[src/rtl/layer_seq_ctrl.sv]
// Layer sequencer: walks NEURONS lookups of one shared truth-table memory per input vector.
// Optional LAYER_SEQ_PERF_EN adds perf_stall / perf_vecs counters.
module layer_seq_ctrl #(
  parameter int unsigned NEURONS  = 16,
  parameter int unsigned IN_WIDTH = 64,
  parameter int unsigned FANIN    = 6,
  parameter int unsigned OUT_BITS = 2,
  // A single neuron still gets a 1-bit index so the ports keep a legal width
  localparam int unsigned IdxW    = (NEURONS > 1) ? $clog2(NEURONS) : 1
) (
  input  logic                         clk,
  input  logic                         rst,
  input  logic                         in_valid,
  output logic                         in_ready,
  input  logic [IN_WIDTH-1:0]          in_data,
  output logic [IN_WIDTH-1:0]          act_vec,
  output logic [IdxW-1:0]              gather_idx,
  input  logic [FANIN-1:0]             gather_bits,
  output logic [IdxW+FANIN-1:0]        mem_addr,
  output logic                         mem_en,
  input  logic [OUT_BITS-1:0]          mem_rdata,
  output logic                         out_valid,
  input  logic                         out_ready,
  output logic [NEURONS*OUT_BITS-1:0]  out_data
`ifdef LAYER_SEQ_PERF_EN
  ,
  output logic [31:0]                  perf_stall,
  output logic [31:0]                  perf_vecs
`endif
);

  typedef enum logic [1:0] {StIdle, StRun, StDrain, StDone} state_e;

  localparam logic [IdxW-1:0] LastIdx = IdxW'(NEURONS - 1);

  state_e                        state_q, state_d;
  logic [IdxW-1:0]               idx_q, idx_d;
  logic [IN_WIDTH-1:0]           act_q, act_d;
  logic                          rd_pend_q, rd_pend_d;
  logic [IdxW-1:0]               rd_idx_q, rd_idx_d;
  logic [NEURONS*OUT_BITS-1:0]   res_q, res_d;

  always_comb begin
    state_d   = state_q;
    idx_d     = idx_q;
    act_d     = act_q;
    res_d     = res_q;
    rd_pend_d = 1'b0;
    rd_idx_d  = rd_idx_q;
    in_ready  = 1'b0;
    mem_en    = 1'b0;
    out_valid = 1'b0;

    // Read data returns one cycle after issue; land it in the slot it was issued for
    for (int unsigned k = 0; k < NEURONS; k++) begin
      if (rd_pend_q && (rd_idx_q == IdxW'(k))) begin
        res_d[k*OUT_BITS +: OUT_BITS] = mem_rdata;
      end
    end

    unique case (state_q)
      StIdle: begin
        in_ready = 1'b1;
        if (in_valid) begin
          act_d   = in_data;
          idx_d   = '0;
          res_d   = '0;
          state_d = StRun;
        end
      end
      StRun: begin
        mem_en    = 1'b1;
        rd_pend_d = 1'b1;
        rd_idx_d  = idx_q;
        // Index parks at the last neuron instead of wrapping
        if (idx_q == LastIdx) begin
          state_d = StDrain;
        end else begin
          idx_d = idx_q + 1'b1;
        end
      end
      StDrain: begin
        state_d = StDone;
      end
      StDone: begin
        out_valid = 1'b1;
        if (out_ready) begin
          state_d = StIdle;
        end
      end
      default: begin
        state_d = StIdle;
      end
    endcase
  end

  always_ff @(posedge clk) begin
    if (rst) begin
      state_q   <= StIdle;
      idx_q     <= '0;
      act_q     <= '0;
      res_q     <= '0;
      rd_pend_q <= 1'b0;
      rd_idx_q  <= '0;
    end else begin
      state_q   <= state_d;
      idx_q     <= idx_d;
      act_q     <= act_d;
      res_q     <= res_d;
      rd_pend_q <= rd_pend_d;
      rd_idx_q  <= rd_idx_d;
    end
  end

  assign act_vec    = act_q;
  assign gather_idx = idx_q;
  assign mem_addr   = {idx_q, gather_bits};
  assign out_data   = res_q;

`ifdef LAYER_SEQ_PERF_EN
  logic [31:0] stall_q, stall_d;
  logic [31:0] vecs_q, vecs_d;

  always_comb begin
    stall_d = stall_q;
    vecs_d  = vecs_q;
    if (state_q == StDone) begin
      if (out_ready) begin
        vecs_d = vecs_q + 32'd1;
      end else begin
        stall_d = stall_q + 32'd1;
      end
    end
  end

  always_ff @(posedge clk) begin
    if (rst) begin
      stall_q <= '0;
      vecs_q  <= '0;
    end else begin
      stall_q <= stall_d;
      vecs_q  <= vecs_d;
    end
  end

  assign perf_stall = stall_q;
  assign perf_vecs  = vecs_q;
`endif

endmodule

[config.mk]
export PLATFORM = sky130hd
export DESIGN_NAME = layer_seq_ctrl
export DESIGN_NICKNAME = d
export VERILOG_FILES = /design/src/rtl/layer_seq_ctrl.sv
export SDC_FILE = /design/constraint.sdc
export NUM_CORES = 1
export LEC_CHECK = 0
export CORE_MARGIN = 8
export CORE_UTILIZATION = 41
export CTS_CLUSTER_DIAMETER = 60
export DETAILED_ROUTE_END_ITERATION = 7
export PLACE_DENSITY = 0.79
export SLEW_MARGIN = 20
export SYNTH_ARGS = -nofsm -noshare
export SYNTH_HDL_FRONTEND = slang
export SYNTH_SLANG_ARGS = --single-unit
[constraint.sdc]
create_clock -name clk -period 2.1 [get_ports clk]
set_input_delay 0.63 -clock clk [delete_from_list [all_inputs] [get_ports clk]]
set_output_delay 0.63 -clock clk [all_outputs]
set_load 0.02 [all_outputs]
# Word-level counts from Yosys, hierarchy flattened
# Index checks and enable logic that the tools add are counted.
# classes
add_sub_neg	1
n_reduce_logical	22
eq_ne	23
mux	28
# op_table
operator	count
32-bit 2-to-1 mux	2
2-bit 2-to-1 mux	19
4-bit == test, second input constant	9
4-bit by 3-bit == test with 1-bit output, second input constant	4
1-bit logical AND	16
4-bit by 2-bit == test with 1-bit output, second input constant	2
4-bit 2-to-1 mux	2
2-bit inequality test, second input constant	4
2-bit case mux with 4 select lines	1
4-bit case mux with 2 select lines	1
3-bit AND reduction	2
4-bit by 1-bit adder with 4-bit output, second input constant	1
2-bit == test, second input constant	2
4-bit by 1-bit == test with 1-bit output, second input constant	1
4-bit zero test	1
1-bit 2-to-1 mux	3
2-bit by 1-bit == test with 1-bit output, second input constant	1
2-bit zero test	1
2-bit AND reduction	1
2-bit nonzero test	1
# word_totals
input_bits	76
ff_bits	107
out_inout_bits	113

# Logic depth before layout (Yosys ltp)
# Gate-level depths: netlist of the first run.
# depth
depth_word	5
ltp_mapped	7
mapped_depth_nobuf	5

# Least setup slack after synthesis of the first run
# No wires, ideal clock.
# synth_path
path_type	register -> register
startpoint	register state_q[0]
endpoint	register idx_q[3], in the netlist gather_idx[3]
path_buffers	0
path_slack_ns	0.473
t_required_ns	2.025
arrival_time_ns	1.553
path_stages_with_launch	6
setup_ns	0.075
cell_sequence	dfxtp_1 inv_1 ha_1 nor2b_4 or4b_1 a31oi_1
# synth_between
elab_chain_cells	3
# synth_rtl
element	line_no	text
start, declared	36	state_e state_q, state_d;
start signal, assigned	99	state_q <= StIdle;
start signal, assigned	106	state_q <= state_d;
2-bit by 1-bit == test with 1-bit output / 2-bit zero test (equally long branches)	61	unique case (state_q)
2-bit inequality test (no line) / 2-bit nonzero test (equally long branches)	-	
3-bit AND reduction (no line)	-	
end signal, assigned	107	idx_q <= idx_d;
end, declared	37	logic [IdxW-1:0] idx_q, idx_d;
# Parallel ways exist; a longest one is shown, timed or not.
# A chain may end at the register's enable or synchronous reset.

# Worst setup path in the final report of the first run
# layout_path
startpoint	register act_q[2], in the netlist act_vec[2]
endpoint	output act_vec[2]
# layout_rtl
element	line_no	text
start, declared	38	logic [IN_WIDTH-1:0] act_q, act_d;
start signal, assigned	108	act_q <= act_d;
end, declared	16	output logic [IN_WIDTH-1:0] act_vec,
# No word-level cell between the ends.

==> reports/metrics.csv, run 1 <==
stage,metric,value,unit
cells_and_area,fin_nets,740,
route,viasPerCell,5.00,
logic_synthesis,synthCells,512,
logic_synthesis,synth_compound_area_share,17.2,%
floorplan,die_area,13600,um2
cells_and_area,synthToLayoutAreaGrowth,48.2,%
route,ant_nets,0,
sta,setup_viol,0,
sta,post-route-min-period,1.98,ns
pwr,p_sw,2.14,mW
grt,grt_antenna_before_repair,0,
setup_path,crit_arrival,1.35,ns
pwr,switching_share,35.0,%
setup_path,crit_type,flip-flop to output port,
grt,grt.total_usage,18.6,%
route,firstDrtPassIters,4,
sta,worst_hold_slack,0.458,ns
route,drt_iter0_drc,241,
logic_synthesis,synthSimpleGateAreaFrac,21.7,%
setup_path,critical_path_buf_inv_count,1,
logic_synthesis,synth_edf_count,0,
floorplan,io-pin-count,189,
sta,finalCritPeriodShare,94.3,%
flow_run,cap_violations,0,
sta,max_freq,505,MHz
setup_path,cpPeakStageDelay,0.67,ns
sta,drv_slew,0,
logic_synthesis,synth_commonest_cells,"nand2_1, dfxtp_1, a21oi_1",
sta,tightest_slew,0.582,ns
logic_synthesis,synth_xor_area_share,0,%
clock_network,cts_sinks,107,
pwr,internal-power,3.97,mW
floorplan,core_area,9820,um2
logic_synthesis,synth_top_family_by_area,simple AND/OR/NAND/NOR gates,
sta,rsz0062_at_grt,false,
route,post-route-drc-count,0,
outcome,outcome,completed,
setup_path,cp-start-kind,flip-flop,
grt,grt_pass1_wl,20000,um
logic_synthesis,synth_ff_type,dfxtp_1,
floorplan,num_rows,36,
clock_network,insertion_delay,0.35,ns
pwr,ir_drop,0.506,mV
pwr,seqPwrFrac,40.6,%
placed_design,gp_congestion,0.805,
logic_synthesis,yosys_warnings,0,
cells_and_area,drive_above_1_share,5.13,%
pwr,clockPowerShare,22.2,%
grt,overflow,0,
setup_path,cp_max_fo,2,
logic_synthesis,ys_ff_latch,107,
setup_path,critical-path-top-delay-family,buffers and inverters,
pwr,pwr-share-comb,37.3,%
logic_synthesis,synth_nets,594,
clock_network,clk_path_buf_depth,2,
logic_synthesis,yosysMostFrequentCell,nand2_1,
logic_synthesis,synth.area.mux_share,1.44,%
floorplan,fp.dieH,117,um
logic_synthesis,syn_area_per_cell,8.13,um2
clock_network,path_clk_slew,0.10,ns
logic_synthesis,synthAdderAreaFrac,1.80,%
clock_network,cts_tree,done,
setup_path,cp_cell_sequence,clkdlybuf4s50_1,
setup_path,slowest_stage,clkdlybuf4s50_1,
clock_network,clockRootBuffer,clkbuf_8,
pwr,power-per-cell-area,990,nW/um2
route,routed_wl,12700,um
clock_network,h-tree-depth,3,
placed_design,io_buffers,176,
setup_path,cp_data_required_time,1.47,ns
pwr,finalPower,6.11,mW
grt,grt_start_max_net_pins,62,
logic_synthesis,netlist_top_cells_area,"dfxtp_1, a21oi_1, nand2_1, nand3_1, o21ai_0",
placed_design,dp_hpwl,9740,um
cells_and_area,antennaDiodeCount,0,
logic_synthesis,ys_async_sr_fraction,0,%
worst_hold_path,hp-class,flip-flop to flip-flop,
route,wire_per_inst,16.0,um
route,vias,3980,
logic_synthesis,yosysTopAreaCellShare,51.5,%
clock_network,cts_made_buffers,9,
floorplan,start_util,42.4,%
logic_synthesis,synth_top_area_cell,dfxtp_1,
floorplan,die_x,117,um
sta,finalHoldViolCount,0,
sta,clock_skew,0.00744,ns
setup_path,cp-end-kind,output port,
clock_network,cts_setup_buffers,0,
pwr,power.leakage,2.24,nW
grt,grt_pass1_vias,4013,
logic_synthesis,ys_seq_area_share,51.5,%
sta,slew_headroom,61.2,%
logic_synthesis,syn-cell-area,4160,um2
logic_synthesis,synth_cell_types,33,
sta,tns,0,ns
[logic make-up (layout without fill, tap and decap cells)]
logic type,after synthesis,after routing
simple gates,201,201
compound gates,139,139
mux,6,6
flops,107,107
buf+inv,53,204
fa+ha+maj,6,6
[timing repair]
| action | in CTS | in global routing |
|---|---|---|
| resized for setup | 9 | 4 |
| gates cloned | 0 | 0 |
| endpoints found under the setup margin | 9 | 3 |
| hold buffers | 0 | 0 |
[cell type report]
class | count | area (um2)
Sequential cell | 107 | 2140
Tap cell | 133 | 166
Fill cell | 869 | 3650
Clock inverter | 6 | 90.1
Timing Repair Buffer | 186 | 1880
Inverter | 2 | 7.51
Clock buffer | 10 | 128
Multi-Input combinational cell | 352 | 1760
[final timing paths]
check                            startpoint       endpoint  slack [ns]  depth (start not counted)
worst max register to register   state_q[0]  gather_idx[3]        0.43                          6
worst min register to register  act_vec[35]    act_vec[35]        0.46                          2
worst max-delay path             act_vec[2]     act_vec[2]        0.12                          1
worst min-delay path            act_vec[35]    act_vec[35]        0.46                          2
[layer usage]
metal / up-vias / part of all wire, % / global-route usage (%)
met5: - / 0 / 0
met4: 0 / 0.46 / 4.52
met3: 4 / 15 / 11.5
met2: 172 / 47 / 30.7
met1: 1809 / 38 / 19.7
li1: 1995 / - / -
[metrics by stage]
step	cell area [um2]	utilization [%]	instances	setup WS (ns)
after global routing	6170	62.8	796	0.0174
after global placement	5960	60.7	780	0.0716
after floorplan	4160	-	512	0.473
after CTS	6160	62.8	796	0.00372
after detailed placement	5960	60.7	780	0.0138
final	6170	62.8	796	0.120
[registers in the layout (all words and copies together), names as in the netlist]
| register | cells |
|---|---|
| out_data | 32 |
| rd_pend_q | 1 |
| rd_idx_q | 4 |
| state_q | 2 |
| gather_idx | 4 |
| act_vec | 64 |
[placed cells by master (no fill, tap or decap), types with 3 or more instances in the layout]
cell type and n:
nand2_1 131, a21oi_1 99, nand3_1 36, nor2_1 5
ha_1 6, mux2i_1 6, nand3b_1 3, clkbuf_8 9
buf_12 4, buf_4 6, clkdlybuf4s50_1 164, dfxtp_1 105
nor2b_1 4, nand2b_1 6, dlygate4sd2_1 9, o21ai_0 35
[power groups by stage]
stage	registers, mW	logic, mW	clock network [mW]
floorplan	2.80	1.02	0
global placement	2.50	2.30	0
detailed placement	2.52	2.33	0
CTS	2.47	2.31	1.38
global route	2.51	2.48	1.46
finish	2.48	2.28	1.36
Note: power is estimated with default switching activity, not from simulation.
==> run 2, diff against run 1 <==
- CORE_MARGIN: 8 -> unset
- SLEW_MARGIN: 20 -> unset
==> reports/metrics.csv, run 2 (synthesized netlist as in run 1, its figures left out) <==
stage,metric,value,unit,change
sta,finalCritPeriodShare,96.9,%,+2.6 points
route,drt_iter0_drc,183,,-24%
placed_design,dpl.cell_count,781,,+0.13%
sta,finalHoldViolCount,0,,unchanged
clock_network,path_clk_slew,0.10,ns,about the same
clock_network,h-tree-depth,3,,unchanged
sta,tightest_slew,0.702,ns,+0.121 ns
clock_network,clockRootBuffer,clkbuf_8,,
clock_network,hold_buffers,0,,unchanged
clock_network,cts_made_buffers,9,,unchanged
setup_path,r2r-start,state_q[1],,
route,post-route-drc-count,0,,unchanged
cells_and_area,drive_above_1_share,5.42,%,+0.29 points
cells_and_area,stdcell_area,6170,um2,about the same
setup_path,critPathLaunch,state_q[1],,
cells_and_area,final_cells,797,,+0.13%
grt,grt.total_usage,22.0,%,+3.4 points
floorplan,fp.dieH,103,um,-12%
pwr,power-per-cell-area,976,nW/um2,-1.4%
setup_path,cp_max_fo,4,,+2
setup_path,crit_arrival,1.40,ns,+0.05 ns
sta,tns,0,ns,unchanged
setup_path,crit_type,flip-flop to output port,,
floorplan,start_util,42.4,%,unchanged
sta,slew_headroom,53.1,%,-8.1 points
clock_network,cts_sinks,107,,unchanged
sta,clock_skew,0.0103,ns,+0.00288 ns
placed_design,gp_congestion,0.833,,+3.5%
setup_path,critical_path_buf_inv_count,2,,+1
sta,rsz0062_at_grt,false,,
floorplan,core_area,9820,um2,unchanged
cells_and_area,final_cell_mix,"clkdlybuf4s50_1, nand2_1, dfxtp_1",,
clock_network,cts_tree,done,,
sta,setup_viol,0,,unchanged
cells_and_area,fin_nets,741,,+0.14%
flow_run,cap_violations,0,,unchanged
cells_and_area,layout_commonest_cell,clkdlybuf4s50_1,,
placed_design,postPlaceCellArea,5960,um2,+0.13%
floorplan,die_x,103,um,-12%
route,wire_per_inst,14.6,um,-8.2%
floorplan,io-pin-count,189,,unchanged
setup_path,critical-path-top-delay-family,buffers and inverters,,
sta,drv_slew,0,,unchanged
worst_hold_path,hp-class,flip-flop to flip-flop,,
pwr,power.leakage,2.24,nW,+0.11%
route,firstDrtPassIters,4,,unchanged
setup_path,cp-end-kind,output port,,
pwr,finalPower,6.02,mW,-1.4%
route,ant_nets,0,,unchanged
grt,overflow,0,,unchanged
route,routed_wl,11700,um,-8.1%
floorplan,die_area,10600,um2,-23%
sta,max_freq,492,MHz,-2.7%
placed_design,dp_hpwl,8430,um,-13%
route,viasPerCell,5.10,,+2.0%
outcome,outcome,completed,,
clock_network,clk_path_buf_depth,2,,unchanged
worst_hold_path,hp-start,act_vec[27],,
sta,post-route-min-period,2.03,ns,+0.0542 ns
route,vias,4066,,+2.2%
clock_network,insertion_delay,0.37,ns,+0.02 ns
setup_path,cpPeakStageDelay,0.40,ns,-0.27 ns
setup_path,cp_cell_sequence,inv_1 > ha_1 > dlygate4sd2_1,,
placed_design,io_buffers,176,,unchanged
setup_path,cp-start-kind,flip-flop,,
setup_path,cp_data_required_time,1.47,ns,about the same
grt,grt_pass1_vias,3777,,-5.9%
setup_path,slowest_stage,dfxtp_1,,
cells_and_area,antennaDiodeCount,0,,unchanged
floorplan,num_rows,36,,unchanged
grt,grt_pass1_wl,18000,um,-10%
cells_and_area,largest_reg_flops,64,,unchanged
cells_and_area,synthToLayoutAreaGrowth,48.2,%,about the same
grt,grt_antenna_before_repair,0,,unchanged
pwr,ir_drop,0.532,mV,+5.1%
grt,grt_start_max_net_pins,65,,+4.8%
run 2: cell count changes in the layout (fill, tap and decap cells not counted), sizes merged:
cell	before	now
dlygate4sd2	9	6
clkdlybuf4s50	164	166
buf	11	12
bufinv	2	1
clkinv	3	2
clkinvlp	1	2
dlymetal6s2s	2	3
inv	2	3
run 2: worst min-delay path: cells and delay by family, from the launching register on:
family	cells	cell delay (ns)
AOI/OAI and AO/OA	1	0.05
DFF	1	0.32
and+or+nand+nor	1	0.05
run 2: repair_timing:
action,CTS,global route
resized for setup,7,4
endpoints found under the hold margin,0,0
buffers inserted,0,0
setup endpoints to repair,9,4
run 2: stage by stage:
step           worst slack (ns)  util (%)  hold WS, ns
3_5_place_dp             0.0750      60.7        0.447
5_1_grt                  0.0128      62.8        0.481
2_1_floorplan             0.473         -        0.484
4_1_cts                 0.00402      62.7        0.461
6_report                 0.0659      62.8        0.458
3_3_place_gp             0.0763      60.7        0.441
run 2: cell type report:
type / instances / area, um2
clock buffers: 10 / 138
flip-flops and latches: 107 / 2140
multi-input cells: 352 / 1760
repair buffers: 187 / 1890
inverters: 2 / 7.51
clock inverters: 6 / 63.8
well taps: 133 / 166
fillers: 869 / 3650
run 2: report_power, final:
part / leakage (nW) / switching, mW / internal [mW]
Clock: 0.0987 / 0.707 / 0.584
Sequential: 0.873 / 0.167 / 2.31
Combinational: 1.27 / 1.27 / 0.982
Total: 2.24 / 2.15 / 3.87
run 2: routing by layer:
| layer | vias to the layer above | wire length (um) | GRT usage (%) | part of all wire [%] |
|---|---|---|---|---|
| li1 | 1997 | - | - | - |
| met2 | 188 | 5670 | 36.3 | 49 |
| met5 | - | 0 | 0 | 0 |
| met4 | 0 | 268 | 11.4 | 2.3 |
| met3 | 20 | 1280 | 9.08 | 11 |
| met1 | 1861 | 4440 | 24.5 | 38 |
run 2: final timing paths:
path,endpoint,depth (start not counted),slack (ns)
max,in_ready,3,0.07
min reg2reg,act_vec[27],2,0.46
max reg2reg,gather_idx[3],6,0.37
min,act_vec[27],2,0.46
==> run 3, diff against run 2 <==
- SLEW_MARGIN: unset -> 30
==> results of run 3 <==
The final DEF is identical to that of run 2; final timing and power are the same.
